===== config.mk =====
export PLATFORM = sky130hd
export DESIGN_NAME = clock_counter
export DESIGN_NICKNAME = d
export VERILOG_FILES = /design/src/rtl/alarm_clock_pkg.sv /design/src/rtl/bcd_digit_counter.sv /design/src/rtl/clock_counter.sv
export SDC_FILE = /design/constraint.sdc
export NUM_CORES = 1
export LEC_CHECK = 0
export ABC_AREA = 1
export CORE_MARGIN = 10
export CORE_UTILIZATION = 35
export DETAILED_ROUTE_END_ITERATION = 6
export GPL_TIMING_DRIVEN = 0
export PLACE_DENSITY = 0.6
export REMOVE_ABC_BUFFERS = 1
export SLEW_MARGIN = 20
export SYNTH_ARGS = -nofsm -noshare
export SYNTH_HDL_FRONTEND = slang
export SYNTH_SLANG_ARGS = --single-unit

===== constraint.sdc =====
create_clock -name clk -period 3.2 [get_ports clk]
set_clock_uncertainty 0.05 [all_clocks]
set_input_delay 0.48 -clock clk [delete_from_list [all_inputs] [get_ports clk]]
set_output_delay 0.48 -clock clk [all_outputs]
set_load 0.01 [all_outputs]

===== src/rtl/alarm_clock_pkg.sv =====
// Shared alarm-clock definitions: BCD digit type and per-digit limits,
// used by the time counter, alarm register and key register.
package alarm_clock_pkg;

  typedef logic [3:0] digit_t;

  localparam digit_t MIN_LS_MAX      = 4'd9;
  localparam digit_t MIN_MS_MAX      = 4'd5;
  localparam digit_t HR_LS_MAX       = 4'd9;
  localparam digit_t HR_MS_MAX       = 4'd2;
  localparam digit_t HR_LS_MAX_AT_20 = 4'd3;

endpackage


===== src/rtl/bcd_digit_counter.sv =====
// One BCD digit: parallel load, increment with wrap at a runtime maximum,
// and a carry that fires when an increment wraps the digit.
module bcd_digit_counter
  import alarm_clock_pkg::*;
(
  input  logic   clk,
  input  logic   reset,
  input  digit_t max,
  input  logic   inc,
  input  logic   load,
  input  digit_t load_val,
  output digit_t q,
  output logic   carry_out
);

  logic at_max;

  // >= rather than == so an out-of-range loaded digit still wraps and carries
  assign at_max    = (q >= max);
  assign carry_out = inc && at_max && !load;

  always_ff @(posedge clk or negedge reset) begin
    if (!reset) begin
      q <= '0;
    end else if (load) begin
      q <= load_val;
    end else if (inc) begin
      q <= at_max ? '0 : q + 4'd1;
    end
  end

endmodule


===== src/rtl/clock_counter.sv =====
// HH:MM BCD time-of-day counter with one-minute ticks and parallel load.
// Optional load range check enabled by defining CLOCK_COUNTER_LOAD_CHECK_EN.
module clock_counter
  import alarm_clock_pkg::*;
#(
  parameter digit_t MAX_HR_MS       = 4'd2,
  parameter digit_t MAX_HR_LS_AT_MS = 4'd3
) (
  input  logic   clk,
  input  logic   reset,
  input  logic   one_minute,
  input  logic   load_new_c,
  input  digit_t new_current_time_ms_hr,
  input  digit_t new_current_time_ls_hr,
  input  digit_t new_current_time_ms_min,
  input  digit_t new_current_time_ls_min,
  output digit_t current_time_ms_hr,
  output digit_t current_time_ls_hr,
  output digit_t current_time_ms_min,
  output digit_t current_time_ls_min,
  output logic   day_rollover,
  output logic   load_error
);

  logic load_valid;
  logic load_ok;
  logic tick;
  logic hour_wrap;
  logic hr_load;
  logic c_ls_min, c_ms_min, c_ls_hr, c_ms_hr;

`ifdef CLOCK_COUNTER_LOAD_CHECK_EN
  always_comb begin
    load_valid = (new_current_time_ms_hr  <= HR_MS_MAX)
              && (new_current_time_ls_hr  <= HR_LS_MAX)
              && (new_current_time_ms_min <= MIN_MS_MAX)
              && (new_current_time_ls_min <= MIN_LS_MAX)
              && !((new_current_time_ms_hr == HR_MS_MAX)
                   && (new_current_time_ls_hr > HR_LS_MAX_AT_20));
  end
`else
  assign load_valid = 1'b1;
`endif

  // A load strobe always swallows a simultaneous tick, even when rejected
  assign load_ok   = load_new_c && load_valid;
  assign tick      = one_minute && !load_new_c;
  assign hour_wrap = c_ms_min && (current_time_ms_hr >= MAX_HR_MS)
                              && (current_time_ls_hr >= MAX_HR_LS_AT_MS);
  assign hr_load   = load_ok || hour_wrap;

  bcd_digit_counter u_ls_min (
    .clk(clk), .reset(reset), .max(MIN_LS_MAX), .inc(tick), .load(load_ok),
    .load_val(new_current_time_ls_min), .q(current_time_ls_min), .carry_out(c_ls_min)
  );

  bcd_digit_counter u_ms_min (
    .clk(clk), .reset(reset), .max(MIN_MS_MAX), .inc(c_ls_min), .load(load_ok),
    .load_val(new_current_time_ms_min), .q(current_time_ms_min), .carry_out(c_ms_min)
  );

  // Hour digits reuse the load path to force 00 on the end-of-day wrap
  bcd_digit_counter u_ls_hr (
    .clk(clk), .reset(reset), .max(HR_LS_MAX), .inc(c_ms_min && !hour_wrap),
    .load(hr_load), .load_val(load_ok ? new_current_time_ls_hr : 4'd0),
    .q(current_time_ls_hr), .carry_out(c_ls_hr)
  );

  bcd_digit_counter u_ms_hr (
    .clk(clk), .reset(reset), .max(MAX_HR_MS), .inc(c_ls_hr),
    .load(hr_load), .load_val(load_ok ? new_current_time_ms_hr : 4'd0),
    .q(current_time_ms_hr), .carry_out(c_ms_hr)
  );

  always_ff @(posedge clk or negedge reset) begin
    if (!reset) begin
      day_rollover <= 1'b0;
      load_error   <= 1'b0;
    end else begin
      day_rollover <= hour_wrap || c_ms_hr;
      load_error   <= load_new_c && !load_valid;
    end
  end

endmodule


==> out/qor.csv <==
stage;metric;value;unit
outcome;outcome;completed;
floorplanning;core area;0.00339;sq mm
cells_and_area;final instance area;0.00166;sq mm
global_route;GR Util met1;12.8;%
clock_network;Resized cells post-CTS;0;
cells_and_area;Ant. Diodes;0;
power;PwrDens;386;mW/mm^2
yosys;FF+latch count, synth;17;
clock_network;Hold-fix buffers, CTS;0;
global_route;GR Util met2;15.7;%
routing;DR WL/cell;13.0;um
yosys;Seq/Total Area, Yosys;34.1;%
global_route;GRT overflow;0;
cells_and_area;Non-Filler Instances;236;
power;Max VDD drop;0.173;mV
floorplanning;Ports;38;
cells_and_area;area of the multi-input gates;713;sq um
sta;Final Hold Fails;0;
floorplanning;Initial Util;36.8;%
placed_design;hpwl dp;2.40;mm
cells_and_area;Final Net Count;222;
placed_design;IO buf count;36;
placed_design;Placed Cells;232;
routing;Antenna Violating Nets Remaining;0;
clock_network;Setup Fix Bufs, Post-CTS;0;
routing;final wirelength;3.06;mm
sta;measured slew at the worst slew-check pin;0.845;ns
yosys;Synth cell types;29;
setup_path;data arrival at the endpoint of the critical path;2.64;ns
global_route;gr usage total;10.1;%
yosys;Gate Count Post-Synth;154;
placed_design;Placed Area;0.00164;sq mm
setup_path;WP data required;3.33;ns
sta;RSZ-0062 raised after global routing;no;
clock_network;clk sink count;17;
sta;Final WS setup;0.687;ns
clock_network;root buffer cell;clkbuf_4;
routing;Detailed Routing Iterations Pass 1;2;
power;Leak;0.788;nW
setup_path;Critical Path End;u_ls_hr.q[0]$_DFFE_PN0P_;
sta;Setup TNS;0;ns
setup_path;origin of the worst setup path;load_new_c;
global_route;first-pass GRT wire length;5.32;mm
yosys;Mapped Area;0.00125;sq mm
setup_path;Worst Setup End Kind;register;
setup_path;CP Launch Type;input port;
setup_path;critical path fanouts, max;20;
clock_network;Clk pin slew, worst setup/hold paths;0.11;ns
global_route;initial antenna violation count;0;
routing;via count;1114;
clock_network;CTS tree;done;
clock_network;htree depth;1;
floorplanning;die area;0.00636;sq mm
yosys;Syn Area/Cell;8.11;sq um
clock_network;number of buffers created by CTS;3;
setup_path;CP Class;input port to register;
placed_design;RD Place Congestion;0.826;
sta;crit share post-route;78.5;%
cells_and_area;area grow syn2layout;33.3;%
global_route;grt met3 use;3.04;%
routing;vias per cell;4.72;
clock_network;maximum buffer depth of the clock tree;2;
global_route;vias in the first global route;1135;
cells_and_area;fillers;324;
sta;Final setup viols;0;
clock_network;Clock Latency Late Sink;0.29;ns
floorplanning;row count;21;
routing;DRC;0;
floorplanning;die span in x;79.7;um
setup_path;FF-to-FF setup slack;1.44;ns
cells_and_area;layout cells sized above 1;12.1;%
cells_and_area;FF+latch area;425;sq um
worst_hold_path;path category of the worst min-delay check;register to register;
global_route;GRT busiest layer;met2;
sta;final slew viol count;0;
flow_run;max cap viols;0;
sta;crit path time final;2.51;ns
floorplanning;die height;79.7;um
yosys;Ys Warns;0;
sta;Max Clock Freq;0.398;GHz
setup_path;worst-case reg-to-reg path depth;9;
placed_design;Place WS;0.344;ns
routing;DRT iter0 DRCs;63;
sta;relative slew slack;43.5;%
cells_and_area;final core utilization;49.1;%
setup_path;r2r startpoint;u_ms_min.q[0]$_DFFE_PN0P_;
setup_path;reg2reg end;u_ls_hr.q[0]$_DFFE_PN0P_;
global_route;largest net degree at the start of global routing;21;
state kept, by name (all words and copies together), names as in the netlist:
signal	cells
u_ms_hr.q	4
u_ls_min.q	4
u_ls_hr.q	4
day_rollover	1
u_ms_min.q	4
per-stage QoR:
stage,power (W),hold slack (ns)
2_1_floorplan,0.000415,0.134
3_3_place_gp,0.000526,0.474
5_1_grt,0.000701,0.545
6_report,0.000642,0.497
4_1_cts,0.000655,0.511
3_5_place_dp,0.000532,0.482
worst max-delay path, cell delays in order:
cell and delay, ns:
clkdlybuf4s50_1 1.02, inv_2 0.28, nand2_4 0.18, inv_4 0.04, nand3_2 0.08, nor2_2 0.05
nor2_2 0.25, inv_2 0.09, nand3_1 0.09, nand2_1 0.05
per-layer routing:
layer / up-vias / wire (um)
met5: - / 0
met2: 24 / 1360
met1: 511 / 1500
met4: 0 / 19
met3: 2 / 191
li1: 577 / -
cell usage after synthesis, drive strengths merged:
| library cell | number | share of area (%) |
|---|---|---|
| clkbuf | 2 | 1.4 |
| nor3 | 1 | 0.40 |
| nor2 | 15 | 7.0 |
| dfrtp | 17 | 34 |
| inv | 20 | 6.4 |
| nand3 | 19 | 11 |
| nand4 | 5 | 2.5 |
| buf | 2 | 1.0 |
| a22oi | 4 | 2.4 |
| o211ai | 6 | 3.6 |
| o21ai | 1 | 0.40 |
| nor3b | 1 | 0.60 |
| ha | 11 | 11 |
| conb | 1 | 0.30 |
| xnor2 | 1 | 0.70 |
| nand2 | 43 | 14 |
| a21oi | 3 | 1.8 |
| xor2 | 2 | 1.4 |
how the worst min path moves through the flow:
stage | start | end | slack [ns] | depth (start not counted)
detailed placement | u_ms_hr.q[3]$_DFFE_PN0P_ | u_ms_hr.q[3]$_DFFE_PN0P_ | 0.48 | 2
finish | u_ms_hr.q[3]$_DFFE_PN0P_ | u_ms_hr.q[3]$_DFFE_PN0P_ | 0.50 | 2
global placement | u_ms_hr.q[3]$_DFFE_PN0P_ | u_ms_hr.q[3]$_DFFE_PN0P_ | 0.47 | 2
global route | u_ms_hr.q[2]$_DFFE_PN0P_ | u_ms_hr.q[2]$_DFFE_PN0P_ | 0.55 | 2
floorplan | reset | day_rollover$_DFF_PN0_ | 0.13 | 0
CTS | u_ms_hr.q[3]$_DFFE_PN0P_ | u_ms_hr.q[3]$_DFFE_PN0P_ | 0.51 | 2
cell type report:
type	count	share of cell area, %
Tap cell	46	3.46
Clock inverter	1	0.301
Sequential cell	17	25.6
Timing Repair Buffer	36	21.7
Multi-Input combinational cell	113	42.9
Clock buffer	3	1.35
Inverter	20	4.81
power breakdown:
| part | switching, W | internal [W] |
|---|---|---|
| sequential | 0.0000389 | 0.000240 |
| combinational | 0.000125 | 0.000121 |
| clock | 0.0000706 | 0.0000464 |
| total | 0.000234 | 0.000408 |
kinds of logic after synthesis:
group                    share of synthesized area [%]
buffers and inverters                             8.82
XOR/XNOR                                          2.10
adder cells (fa/ha/maj)                           11.0
other                                            0.300
AO/OA/AOI/OAI                                     8.22
flip-flops                                        34.1
AND/OR/NAND/NOR                                   35.5
layout by cell type, fill, tap and decap left out, drive strengths merged, types with 2 or more instances in the layout:
master,instances
a22oi,4
inv,20
dfrtp,17
nand2,43
clkdlybuf4s50,36
a21oi,3
ha,11
xor2,2
clkbuf,3
o211ai,6
nor2,15
nand4,5
nand3,19
(Power assumes the default switching activity.)
